--- src/rtl/shift_rows_unit.sv ---
// ShiftRows / InvShiftRows stage for Rijndael states of 4, 6 or 8 columns.
// The permutation is applied on entry and a 2-entry FIFO holds transformed states.
module shift_rows_unit #(
   parameter int NB = 4
) (
   input  logic              clk,
   input  logic              rst,
   input  logic              in_valid,
   output logic              in_ready,
   input  logic [32*NB-1:0]  in_block,
   input  logic              in_inverse,
   output logic              out_valid,
   input  logic              out_ready,
   output logic [32*NB-1:0]  out_block,
   output logic [1:0]        occupancy
);

   localparam int W = 32 * NB;

   if (!(NB == 4 || NB == 6 || NB == 8)) begin : g_bad_nb
      $error("shift_rows_unit: NB must be 4, 6 or 8");
   end

   function automatic int row_shift(input int r);
      return (NB == 8 && r >= 2) ? r + 1 : r;
   endfunction

   logic [W-1:0] xf;

   for (genvar r = 0; r < 4; r++) begin : g_row
      for (genvar c = 0; c < NB; c++) begin : g_col
         localparam int SR = row_shift(r);
         localparam int FC = (c + SR) % NB;
         localparam int IC = (c - SR + NB) % NB;
         assign xf[W-1-(r*NB+c)*8 -: 8] = in_inverse
            ? in_block[W-1-(r*NB+IC)*8 -: 8]
            : in_block[W-1-(r*NB+FC)*8 -: 8];
      end
   end

   logic [W-1:0] mem [2];
   logic         wr_ptr;
   logic         rd_ptr;
   logic         push;
   logic         pop;
   logic         rd_next;
   logic [W-1:0] head_next;

   assign in_ready  = (occupancy != 2'd2) && !rst;
   assign out_valid = (occupancy != 2'd0);
   assign push      = in_valid && in_ready;
   assign pop       = out_valid && out_ready;
   assign rd_next   = pop ? ~rd_ptr : rd_ptr;

   // out_block is its own register so the head leaves the unit with no mux
   always_comb begin
      head_next = mem[rd_next];
      if (push && wr_ptr == rd_next) head_next = xf;
   end

   always_ff @(posedge clk) begin
      if (push) mem[wr_ptr] <= xf;
   end

   always_ff @(posedge clk) begin
      if (rst) begin
         occupancy <= 2'd0;
         wr_ptr    <= 1'b0;
         rd_ptr    <= 1'b0;
         out_block <= '0;
      end else begin
         if (push) wr_ptr <= ~wr_ptr;
         if (pop)  rd_ptr <= ~rd_ptr;
         unique case ({push, pop})
            2'b10:   occupancy <= occupancy + 2'd1;
            2'b01:   occupancy <= occupancy - 2'd1;
            default: occupancy <= occupancy;
         endcase
         out_block <= head_next;
      end
   end

endmodule

--- config.mk ---
export PLATFORM = sky130hd
export DESIGN_NAME = shift_rows_unit
export DESIGN_NICKNAME = d
export VERILOG_FILES = /design/src/rtl/shift_rows_unit.sv
export SDC_FILE = /design/constraint.sdc
export NUM_CORES = 1
export LEC_CHECK = 0
export ABC_AREA = 1
export CAP_MARGIN = 20
export CORE_MARGIN = 1.5
export CORE_UTILIZATION = 28
export DETAILED_ROUTE_END_ITERATION = 10
export SYNTH_ARGS = -nofsm -noshare
export SYNTH_HDL_FRONTEND = slang
export SYNTH_SLANG_ARGS = --single-unit
export TNS_END_PERCENT = 100
--- constraint.sdc ---
create_clock -name clk -period 8.1 [get_ports clk]
set_input_delay 1.215 -clock clk [delete_from_list [all_inputs] [get_ports clk]]
set_output_delay 1.215 -clock clk [all_outputs]
set_load 0.005 [all_outputs]
==> results.toml, run 1 <==
[outcome]
result_of_the_run = "finished, final reports clean"

[placed_design]
place_hpwl_um = 27950
place.port_buffers = 264
globalplace.congestion = 0.7462

[global_routing]
grt_pass1_vias = 13051
grt_pass1_wl_um = 71310
grt_overflow = 0
antenna_found_initial = 7
grt_max_degree = 129
global_route.usage.total = 0.1420

[timing]
final.min_clock_period_ns = 4.348
max_slew_margin = 0.2683
fmax_mhz = 230.0
post-route-period-util = 0.5368
timing.setup.tns_ns = 0
finalSetupViolations = 0
hold-worst-slack_ns = 0.5806
timing.clock.skew_ns = 0.02647
slew_violations = 0
timing.final.hold_violations = 0
worst_pin_slew_ns = 1.098
grt_setup_unrepaired = "no"

[synth]
post_synth_inst_count = 2019
synth.yosys.seq_area_share = 0.5909
yosys.cell_types.count = 19
cell_type_contributing_the_most_total_cell_area_after_synthesis = "edfxtp_1"
synthesis.nets = 2153
synth.top_cell.area_share = 0.4398
synth_top_cells_by_area = "edfxtp_1 (44%), dfxtp_1 (15%), nand3_1 (11%)"
synthesis.area_um2 = 17480
post_synth.cell_area_avg_um2 = 8.658
synth_seq_cells = 388
synth_warnings = 0

[die]
core_area_um2 = 61710
die_x_um = 252.9
dieArea_um2 = 63940
top_level_ports = 265
floorplan.initialDensity = 0.2833
std_cell_rows = 91
die_h_um = 252.9

[min_path]
hold_path_depth = 2
min_path_type = "register to register"

[clock_network]
insertion_delay_ns = 0.56
cts.clk_slew.worst_paths_ns = 0.06
cts_num_sinks = 388
cts_max_level = 2
cts_resized = 0
post-cts-setup-buffer-count = 0
tritoncts = "built"
postCtsHoldBufs = 0
cts_root_buf = "clkbuf_16"
clockBufferDepth = 3
numCtsBuffers = 43

[final_layout]
share_of_layout_cells_above_drive_strength_1 = 0.1601
layout_commonest_cell = "nand2_1"
nets = 2348
layout.cells.most_common_list = "nand2_1 (414), nand3_1 (388), clkdlybuf4s50_1 (263)"
area.growth.synth_to_final_pct = 26.00

[worst_setup_path]
critPathLaunchType = "input port"
worstPathArrival_ns = 4.83
cp.required_ns = 8.58
critical_path.max_fanout = 72
category_of_the_critical_setup_timing_path = "input port to register"
critical_path.endpoint_type = "register"
reg2reg_depth = 9

[pwr]
vdd_ir_drop_max_mv = 0.1292
p_leak_nw = 10.00
power.density_nw_per_um2 = 260.3

[route]
drtPass1Iterations = 5
wl_um = 45780
route.vias.total = 13330
drcViolationCount = 0
drt_iter0_markers = 754
detail_route.wl_per_cell_um = 14.83
ant_nets = 0
routed_via_density = 4.318

[run]
max_cap_violations = 0
-- path summary, 6_finish.rpt --
| check | start | end | slack [ns] |
|---|---|---|---|
| worst min register to register | occupancy[1] | occupancy[1] | 0.58 |
| worst min-delay path | occupancy[1] | occupancy[1] | 0.58 |
| worst max-delay path | out_ready | out_block[95] | 3.75 |
| worst max register to register | occupancy[0] | out_block[95] | 4.36 |
-- synth_stat cells, drive strengths merged --
library cell  count
inv             442
nor2            130
clkinv           13
dfxtp           132
buf              99
a21oi             6
nand2           453
edfxtp          256
nand3           391
clkbuf           27
ha                1
o21ai            69
-- worst max-delay path, stage by stage --
cell and delay [ns]:
clkdlybuf4s50_1 0.62, nand3_4 0.73, nand3_1 0.44, nand3_4 0.68, buf_4 0.74, nand2_1 0.19, inv_2 0.04, nor2_1 0.13
-- where the power goes --
group	total (mW)	switching [mW]	internal [mW]
logic	1.34	0.803	0.534
clock network	2.03	0.795	1.24
registers	2.36	0.0618	2.30
-- final cells by class --
cell class	count	area, µm²
Timing Repair Buffer	276	2730
Antenna cell	2	5.005
Clock buffer	65	1301
Fill cell	6294	39690
Clock inverter	14	185.2
Multi-Input combinational cell	1050	4713
Sequential cell	388	10330
Inverter	455	1713
Tap cell	837	1047
-- stage by stage --
| stage | power, mW | utilization | std cells | setup WS [ns] | instance area (µm²) |
|---|---|---|---|---|---|
| after floorplan | 3.274 | - | 2019 | 0.7065 | 17480 |
| after global placement | 3.740 | 0.3327 | 3006 | 3.177 | 20530 |
| after detailed placement | 3.756 | 0.3327 | 3006 | 3.131 | 20530 |
| after CTS | 5.819 | 0.3568 | 3085 | 3.728 | 22020 |
| after global routing | 6.058 | 0.3569 | 3087 | 3.429 | 22020 |
| final | 5.732 | 0.3569 | 3087 | 3.752 | 22020 |
-- sequential cells by signal (all words and copies together) (netlist names) --
signal and flops:
mem 256, occupancy 2, out_block 128, rd_ptr 1, wr_ptr 1
-- cell families (layout without fill, tap and decap cells) --
group                    after synthesis  after routing  share of synthesized area
AND/OR/NAND/NOR                      974            974                     0.2434
buffers and inverters                581            810                     0.1426
AO/OA/AOI/OAI                         75             75                    0.02233
other                                  0              2                          0
adder cells (fa/ha/maj)                1              1                  0.0007157
flip-flops                           388            388                     0.5909
-- routing by layer --
| layer | track usage | routed length (µm) | vias to the layer above |
|---|---|---|---|
| met5 | 0 | 62 | - |
| met4 | 0.04773 | 1295 | 10 |
| met3 | 0.02981 | 2486 | 78 |
| met2 | 0.2448 | 22060 | 319 |
| met1 | 0.1757 | 19870 | 6273 |
| li1 | - | - | 6650 |
(Power assumes the default switching activity.)
==> inputs of run 2 (changes only) <==
==> constraint.sdc (replaced) <==
create_clock -name clk -period 3.6 [get_ports clk]
set_input_delay 0.54 -clock clk [delete_from_list [all_inputs] [get_ports clk]]
set_output_delay 0.54 -clock clk [all_outputs]
set_load 0.005 [all_outputs]
==> run 2 against run 1 <==
Against the previous run: hold slack better by 0.0048 ns; non-clock buffer count is 8 higher; global-route usage is 0.65 points higher; sequential power is 120% higher; worst setup slack worse by 2.5 ns; largest cell class unchanged; register-to-register slack worse by 3.1 ns; clock-buffer cell count stayed put; critical endpoint is now out_block[19]; critical path depth is 2 higher.
==> results.toml, run 2 (synthesized netlist as in run 1, its figures left out) <==
[die]
dieArea_um2 = 63940
core_area_um2 = 61710
floorplan.initialDensity = 0.2833
std_cell_rows = 91
die_h_um = 252.9
die_x_um = 252.9
top_level_ports = 265

[final_layout]
largest_register_ffs = 256
share_of_layout_cells_above_drive_strength_1 = 0.1617
nets = 2357
top_regs = "mem (256), out_block (128), occupancy (2)"
layout.filler_cells = 6279
area.growth.synth_to_final_pct = 27.30
layout_commonest_cell = "nand2_1"
layout.cells.most_common_list = "nand2_1 (414), nand3_1 (388), clkdlybuf4s50_1 (263)"
finish.cell_count_without_fillers = 3094
largest-register = "mem"
stdcell_area_um2 = 22250
n_antenna_cell = 0

[run]
max_cap_violations = 0

[route]
detail_route.wl_per_cell_um = 15.33
route.vias.total = 13393
routed_via_density = 4.329
drtPass1Iterations = 5
ant_nets = 0
wl_um = 47430
drt_iter0_markers = 776
drcViolationCount = 0

[global_routing]
global_route.usage.total = 0.1485
grt_pass1_vias = 13423
antenna_found_initial = 3
grt_max_degree = 130
grt_pass1_wl_um = 73950
grt_overflow = 0

[placed_design]
preCtsSetupSlack_ns = 0.6809
globalplace.congestion = 0.7458
place_hpwl_um = 27520
detailed_place.area_um2 = 20810
place.port_buffers = 264
place_inst = 3014

[timing]
finalSetupViolations = 0
worst_pin_slew_ns = 1.021
final.min_clock_period_ns = 2.328
timing.clock.skew_ns = 0.01489
grt_setup_unrepaired = "no"
fmax_mhz = 429.6
slew_violations = 0
max_slew_margin = 0.3192
worst_slack_ns = 1.272
post-route-period-util = 0.6467
timing.final.hold_violations = 0

[worst_setup_path]
timing.critical_path.max_delay_family = "buffers and inverters"
cp.required_ns = 4.07
reg2reg_depth = 8
r2r_end = "out_block[43]"
critical_path.max_fanout = 129
worst_path_largest_cell_delay_ns = 0.61
worstPathArrival_ns = 2.80
timing.critical_path.cells = "clkdlybuf4s50_1 -> o21ai_2 -> nand2_8 -> buf_12 -> nand3_1 -> nand2_1 -> inv_2 -> nand2_1 -> inv_2 -> nor2_1"
critical_path_buf_inv_count = 4
critPathLaunchType = "input port"
reg2reg_slack_ns = 1.27
slowest_stage = "clkdlybuf4s50_1"
category_of_the_critical_setup_timing_path = "input port to register"
rr_startpoint = "occupancy[1]"
critical_path.endpoint_type = "register"

[min_path]
min_delay_worst_endpoint = "occupancy[1]"
hold_path_startpoint = "occupancy[1]"
hold_path_depth = 2
min_path_type = "register to register"

[pwr]
vdd_ir_drop_max_mv = 0.2751
p_leak_nw = 10.09
power.density_nw_per_um2 = 580.0
power.total_mw = 12.91

[clock_network]
post-cts-setup-buffer-count = 0
postCtsHoldBufs = 0
numCtsBuffers = 44
cts_resized = 0
cts.clk_slew.worst_paths_ns = 0.06
tritoncts = "built"
insertion_delay_ns = 0.55
clockBufferDepth = 3
cts_num_sinks = 388
cts_max_level = 2
cts_root_buf = "clkbuf_16"

[outcome]
result_of_the_run = "finished, final reports clean"
## run 2: changes by cell type in the layout (fill, tap and decap cells not counted), sizes merged
cell,before,now
inv,445,444
clkinv,19,24
buf,13,21
clkinvlp,1,0
diode,2,0
bufinv,4,2
## run 2: cell type report
type	count	area, µm²	share of cell area
sequential	388	10330	0.4642
multi-input combinational	1050	4731	0.2126
timing repair buffer	284	2990	0.1344
inverter	455	1713	0.07697
clock buffer	65	1314	0.05904
tap	837	1047	0.04706
clock inverter	15	127.6	0.005735
## run 2: how the worst max path moves through the flow
stage | from | slack (ns) | end | depth (start not counted)
4_1_cts | occupancy[1] | 1.21 | out_block[30] | 8
5_1_grt | occupancy[1] | 1.08 | out_block[30] | 8
3_5_place_dp | out_ready | 0.68 | out_block[30] | 9
3_3_place_gp | out_ready | 0.73 | out_block[30] | 9
6_report | out_ready | 1.27 | out_block[19] | 10
2_1_floorplan | rst | -0.96 | mem[0][0] | 3
## run 2: power breakdown
group	leakage (nW)	internal, mW	total (mW)	switching [mW]
sequential	3.44	5.17	5.31	0.143
combinational	5.94	1.26	3.11	1.84
clock	0.713	2.67	4.48	1.81
## run 2: worst min-delay path: stages (launching register included)
cell	delay (ns)
dfxtp_1	0.38
inv_2	0.10
a21oi_1	0.06
## run 2: routing by layer
metal | part of all wire | track usage | vias up
met5 | 0.00084 | 0 | -
met4 | 0.024 | 0.04790 | 6
met3 | 0.062 | 0.03300 | 73
met2 | 0.49 | 0.2607 | 383
met1 | 0.42 | 0.1796 | 6263
li1 | - | - | 6668
## run 2: through the flow
step	util	TNS, ns	hold slack [ns]
after global placement	0.3372	0	0.5566
after CTS	0.3606	0	0.5442
after floorplan	-	-245.74	0.5435
after global routing	0.3606	0	0.5884
final	0.3606	0	0.5854
after detailed placement	0.3372	0	0.5682
